### config.mk
export PLATFORM = sky130hd
export DESIGN_NAME = keypad_scanner
export DESIGN_NICKNAME = d
export VERILOG_FILES = /design/src/rtl/keypad_scanner.sv
export SDC_FILE = /design/constraint.sdc
export NUM_CORES = 1
export LEC_CHECK = 0
export BUFFER_PORTS_ARGS = -buffer_cell sky130_fd_sc_hd__buf_2
export CAP_MARGIN = 20
export CORE_UTILIZATION = 45
export CTS_CLUSTER_DIAMETER = 80
export DETAILED_ROUTE_END_ITERATION = 7
export HOLD_SLACK_MARGIN = 0.05
export MAX_ROUTING_LAYER = met4
export PLACE_DENSITY = 0.61
export SYNTH_ARGS = -nofsm -noshare
export SYNTH_HDL_FRONTEND = slang
export SYNTH_SLANG_ARGS = --single-unit
### constraint.sdc
create_clock -name clk -period 3 [get_ports clk]
set_input_delay 0.45 -clock clk [delete_from_list [all_inputs] [get_ports clk]]
set_output_delay 0.45 -clock clk [all_outputs]
set_load 0.005 [all_outputs]
### src/rtl/keypad_scanner.sv
// Scans a 4x3 telephone keypad one column at a time, synchronizes and
// debounces the row returns, and emits one single-cycle strobe per keystroke.
module keypad_scanner #(
    parameter int unsigned SCAN_DIV        = 1000,
    parameter int unsigned DEBOUNCE_CYCLES = 50000,
    parameter int unsigned CNT_W           = 20
) (
    input  logic       clk,
    input  logic       rst,
    input  logic [3:0] rows_n,
    output logic [2:0] col_n,
    output logic [9:0] teclas,
    output logic       enter,
    output logic       star,
    output logic       key_held
);

    localparam logic [CNT_W-1:0] SCAN_LAST = CNT_W'(SCAN_DIV - 1);
    localparam logic [CNT_W-1:0] DEB_LAST  = CNT_W'(DEBOUNCE_CYCLES - 1);

    typedef enum logic [1:0] {
        S_SCAN         = 2'd0,
        S_DEBOUNCE     = 2'd1,
        S_EMIT         = 2'd2,
        S_WAIT_RELEASE = 2'd3
    } state_t;

    state_t           state_q, state_d;
    logic [3:0]       sync1_q, sync1_d;
    logic [3:0]       sync2_q, sync2_d;
    logic [1:0]       col_idx_q, col_idx_d;
    logic [2:0]       col_n_q, col_n_d;
    logic [1:0]       row_q, row_d;
    logic [3:0]       pat_q, pat_d;
    logic [CNT_W-1:0] cnt_q, cnt_d;
    logic [9:0]       teclas_q, teclas_d;
    logic             enter_q, enter_d;
    logic             star_q, star_d;
    logic             key_held_q, key_held_d;

    logic [3:0] rs;
    logic [3:0] low;
    logic       one_low;
    logic [1:0] low_row;
    logic [1:0] col_next;
    logic [3:0] digit;

    assign rs      = sync2_q;
    assign low     = ~rs;
    assign one_low = (low != 4'd0) && ((low & (low - 4'd1)) == 4'd0);

    // Row index of the single low return (only meaningful when one_low)
    always_comb begin
        low_row = 2'd0;
        case (low)
            4'b0010: low_row = 2'd1;
            4'b0100: low_row = 2'd2;
            4'b1000: low_row = 2'd3;
            default: low_row = 2'd0;
        endcase
    end

    assign col_next = (col_idx_q == 2'd2) ? 2'd0 : col_idx_q + 2'd1;
    assign digit    = 4'(row_q) * 4'd3 + 4'(col_idx_q) + 4'd1;

    // Synchronizer, scan/debounce FSM and strobe generation
    always_comb begin
        sync1_d    = rows_n;
        sync2_d    = sync1_q;
        state_d    = state_q;
        col_idx_d  = col_idx_q;
        row_d      = row_q;
        pat_d      = pat_q;
        cnt_d      = cnt_q;
        teclas_d   = 10'd0;
        enter_d    = 1'b0;
        star_d     = 1'b0;
        key_held_d = key_held_q;

        case (state_q)
            S_SCAN: begin
                if (cnt_q == SCAN_LAST) begin
                    cnt_d = '0;
                    if (one_low) begin
                        row_d   = low_row;
                        pat_d   = rs;
                        state_d = S_DEBOUNCE;
                    end else begin
                        col_idx_d = col_next;
                    end
                end else begin
                    cnt_d = cnt_q + CNT_W'(1);
                end
            end
            S_DEBOUNCE: begin
                if (rs != pat_q) begin
                    cnt_d     = '0;
                    col_idx_d = col_next;
                    state_d   = S_SCAN;
                end else if (cnt_q == DEB_LAST) begin
                    cnt_d   = '0;
                    state_d = S_EMIT;
                end else begin
                    cnt_d = cnt_q + CNT_W'(1);
                end
            end
            S_EMIT: begin
                if (row_q == 2'd3) begin
                    case (col_idx_q)
                        2'd0:    star_d      = 1'b1;
                        2'd1:    teclas_d[0] = 1'b1;
                        default: enter_d     = 1'b1;
                    endcase
                end else begin
                    teclas_d = 10'(10'd1 << digit);
                end
                key_held_d = 1'b1;
                cnt_d      = '0;
                state_d    = S_WAIT_RELEASE;
            end
            default: begin
                if (rs != 4'b1111) begin
                    cnt_d = '0;
                end else if (cnt_q == DEB_LAST) begin
                    cnt_d      = '0;
                    key_held_d = 1'b0;
                    col_idx_d  = col_next;
                    state_d    = S_SCAN;
                end else begin
                    cnt_d = cnt_q + CNT_W'(1);
                end
            end
        endcase

        col_n_d = ~(3'(3'b001 << col_idx_d));
    end

    // State and output registers with synchronous active-low reset
    always_ff @(posedge clk) begin
        if (!rst) begin
            state_q    <= S_SCAN;
            sync1_q    <= 4'b1111;
            sync2_q    <= 4'b1111;
            col_idx_q  <= 2'd0;
            col_n_q    <= 3'b110;
            row_q      <= 2'd0;
            pat_q      <= 4'b1111;
            cnt_q      <= '0;
            teclas_q   <= 10'd0;
            enter_q    <= 1'b0;
            star_q     <= 1'b0;
            key_held_q <= 1'b0;
        end else begin
            state_q    <= state_d;
            sync1_q    <= sync1_d;
            sync2_q    <= sync2_d;
            col_idx_q  <= col_idx_d;
            col_n_q    <= col_n_d;
            row_q      <= row_d;
            pat_q      <= pat_d;
            cnt_q      <= cnt_d;
            teclas_q   <= teclas_d;
            enter_q    <= enter_d;
            star_q     <= star_d;
            key_held_q <= key_held_d;
        end
    end

    assign col_n    = col_n_q;
    assign teclas   = teclas_q;
    assign enter    = enter_q;
    assign star     = star_q;
    assign key_held = key_held_q;

endmodule

==> flow_results.org <==
** Synthesis
- A synthesized cell averages between 9 and 10 sq um.
- When the netlist entered floorplanning its net count stood at 265.
- Post-synth top area share :: approximately 44%
- Number of synthesized register bits :: 54
- After synthesis, the share of flip-flops with an asynchronous set or reset is 0%.
- In the post-synthesis netlist, the cell with the most instances is dfxtp_1.
- Synth cell count leaders :: dfxtp_1, nor2_1, nand2_1
- Post-Syn Instances :: between 200 and 300
- In this run, distinct cell masters in the synthesized netlist total 49.
- Top flip-flop cell by instance count after synthesis :: dfxtp_1
- The mapped netlist covers ~2400 sq um.
- Biggest area contributors in the synthesized netlist :: dfxtp_1, xor2_1, nor2_1, xnor2_1, nand2_1
- Dominant cell type by area after synthesis :: dfxtp_1
- Yosys printed 0 warnings.
- Yosys mapped a number of flops with a built-in enable equal to 0.
- Post-synthesis sequential area ratio :: roughly 44%

** Critical path
- Sort of element at the end of the critical path :: flop
- Startpoint kind of the worst setup timing path :: flop
- Required time reported for the critical path endpoint :: about 3200 ps
- The critical path is of the flop to flop type.
- Traced cell by cell, the critical path runs through fa_1 > inv_1 > fa_1 > xnor2_1 > nor3_1 > nand2_1 > nor3_1.
- Largest fanout of any net on the critical path :: 8
- CP max-delay cell :: fa_1
- Worst path top cell family by delay :: adder cells
- Highest cell delay on the worst timing path :: around 580 ps
- Together, buffers and inverters on the worst path number 1.
- Data arrives at the worst endpoint at roughly 2400 ps.

** Final layout
- The net count of the finished layout is 286.
- Proportion of layout cells with a drive suffix above 1 :: 19.3%
- The number of antenna diodes in the final layout is 0.
- Area added between synthesis and finish :: 9.43%

** Clock tree
- The number of hold buffers added after CTS was 0.
- CTS placed an instance of clkbuf_8 at the clock tree root.
- For the worst-skew pair, the clock arrives at the later sink with an insertion delay of 300 ps.
- H-tree Lvls :: 2
- The number of setup buffers added after CTS is 0.
- The clock net in this run drives a total of 54 sinks.
- Post-CTS repair changed the size of 0 cells.
- After clock tree synthesis, the clock-pin slew on the worst setup and hold paths is ~100 ps.
- The clock passes through at most 2 buffers.
- Total CTS buffers :: 5
- TritonCTS built the clock tree.

** Status
- The run finished with clean final reports.

** STA
- RSZ-0062 raised after global routing :: false
- For this run, the top clock speed supported by timing is approximately 460 MHz.
- Remaining max-slew budget at the tightest pin :: between 60 and 70%
- Number of slew-limit violations in the final report :: 0
- For the pin with the worst max-slew slack, the measured transition is about 590 ps.
- The number of hold-slack violations in the final timing report came to 0.
- Final period util :: roughly 73%
- Summed over all failing endpoints, the final setup total negative slack is 0 ps.
- Setup violations remaining at the end of the flow were counted as 0.
- The clock period could shrink to 2190 ps.
- Clock skew on the completed layout was measured at roughly 12 ps.

** Floorplan
- Number of cell rows :: 26
- Number of top-level design ports :: 22
- The core region is just over 5000 sq um.
- From bottom edge to top edge, the die measures between 70 and 80 um.
- In this run the horizontal extent of the chip is 75.7 um.
- Floorplan die area :: between 5000 and 6000 sq um
- Starting density of the core :: a little under half

** Placed design
- Number of port buffers :: 21
- Detailed placement finished with a half-perimeter wire length of between 2000 and 3000 um.
- Weighted congestion reported at the end of routability-driven placement :: slightly below 0.8

** Drt
- For this block, the routed nets add up to approximately 3900 um of wire.
- After detailed routing, the number of vias per cell comes to 4.89.
- Routed length per instance :: approximately 11 um
- Across all layers, the routed design uses 1683 vias.
- In this run the remaining antenna-violating nets after routing total 0.
- Number of DRC markers in iteration 0 :: a little under 80
- The first detailed-routing pass ran for 4 iterations.
- After detailed routing, the number of remaining DRC violations is 0.

** Hold path
- The worst hold path belongs to the class input port to flop.

** Global routing
- The first global-routing pass estimated around 6700 um of wire.
- The number of antenna violations at the first check in global routing was 0.
- Maximum number of pins on one net before global-route repair :: 21
- Total track usage :: 15.9%
- For met3 alone, demand over resource in global routing was around 4.0%.
- Met1 usage in global routing :: 20.9%
- The via count of the first global-routing pass was ~1500.
- Global-route congestion overflow total :: 0
- met2 is the most crowded layer.
- Met2 capacity usage during global routing :: 23.9%

** Power and ir drop
- Static Leak :: approximately 1.1 nW
- PwrDens :: roughly 450 nW/um^2
- The design draws roughly 0.0012 W.
- Across the VDD grid, the largest voltage drop is 0.277 mV.

** Job
- The tool flagged a number of max-cap violations equal to 0.
logic make-up after synthesis:
kind of cell,synth area share (%)
flops,44.3
fa+ha+maj,4.20
compound gates,6.87
xor+xnor,9.64
mux,3.79
buf+inv,3.79
simple gates,27.4
power by group:
group	switching (W)	internal (W)	leakage, nW
combinational	0.0000258	0.0000190	0.586
clock	0.000230	0.000190	0.0514
sequential	0.00000859	0.000725	0.438
flip-flops by register name (all words and copies together) (netlist names), 2 cells and up:
signal     count
cnt_q         20
col_n          3
row_q          2
rs             4
teclas        10
state_q        2
sync1_q        4
col_idx_q      2
pat_q          4
per-layer routing:
| metal | up-vias | share of wire, % |
|---|---|---|
| li1 | 891 | - |
| met2 | 28 | 45 |
| met1 | 757 | 50 |
| met5 | - | 0 |
| met3 | 7 | 3.5 |
| met4 | 0 | 1.2 |
through the flow:
stage / worst slack [ps] / cells / utilization, % / hold WS [ps] / cell area [sq um]
detailed placement: 829 / 336 / 49.7 / 394 / 2570
global placement: 930 / 336 / 49.7 / 388 / 2570
finish: 807 / 344 / 51.6 / 323 / 2670
CTS: 811 / 344 / 51.6 / 318 / 2670
global route: 661 / 344 / 51.6 / 325 / 2670
floorplan: 1020 / 252 / - / 386 / 2440
area by class of cell:
type / instances / area (sq um)
Inverter: 6 / 22.5
Fill cell: 471 / 2500
Timing Repair Buffer: 22 / 113
Clock inverter: 2 / 17.5
Sequential cell: 54 / 1080
Tap cell: 70 / 87.6
Multi-Input combinational cell: 184 / 1270
Clock buffer: 6 / 82.6
final timing paths:
check | from | to | slack, ps | depth (start not counted)
worst min register to register | sync1_q[2]$_SDFF_PN1_ | rs[2]$_SDFF_PN1_ | 410 | 1
worst max register to register | col_idx_q[1]$_SDFF_PN0_ | teclas[2]$_SDFF_PP0_ | 810 | 7
worst max-delay path | col_idx_q[1]$_SDFF_PN0_ | teclas[2]$_SDFF_PP0_ | 810 | 7
worst min-delay path | rows_n[3] | sync1_q[3]$_SDFF_PN1_ | 320 | 2
placed cells by master (no fill, tap or decap), types with 2 or more instances in the layout:
| cell type | n |
|---|---|
| and4_1 | 2 |
| nand4_1 | 6 |
| xor2_1 | 14 |
| nand2_1 | 25 |
| ha_1 | 5 |
| clkinv_4 | 2 |
| or3_1 | 3 |
| and2_1 | 2 |
| nor4_4 | 2 |
| dfxtp_1 | 54 |
| nor2_1 | 32 |
| clkbuf_8 | 6 |
| nand3_1 | 8 |
| a31oi_1 | 2 |
| and3_1 | 4 |
| nor2_2 | 7 |
| mux2_2 | 2 |
| or2_2 | 2 |
| nor4_1 | 2 |
| a21o_1 | 2 |
| o21ai_0 | 3 |
| buf_2 | 21 |
| inv_1 | 6 |
| nand2b_1 | 12 |
| xnor2_1 | 11 |
| fa_1 | 2 |
| mux2i_1 | 7 |
| nor3_1 | 7 |
| a21oi_1 | 3 |
Power figures use the tool's default switching activity.
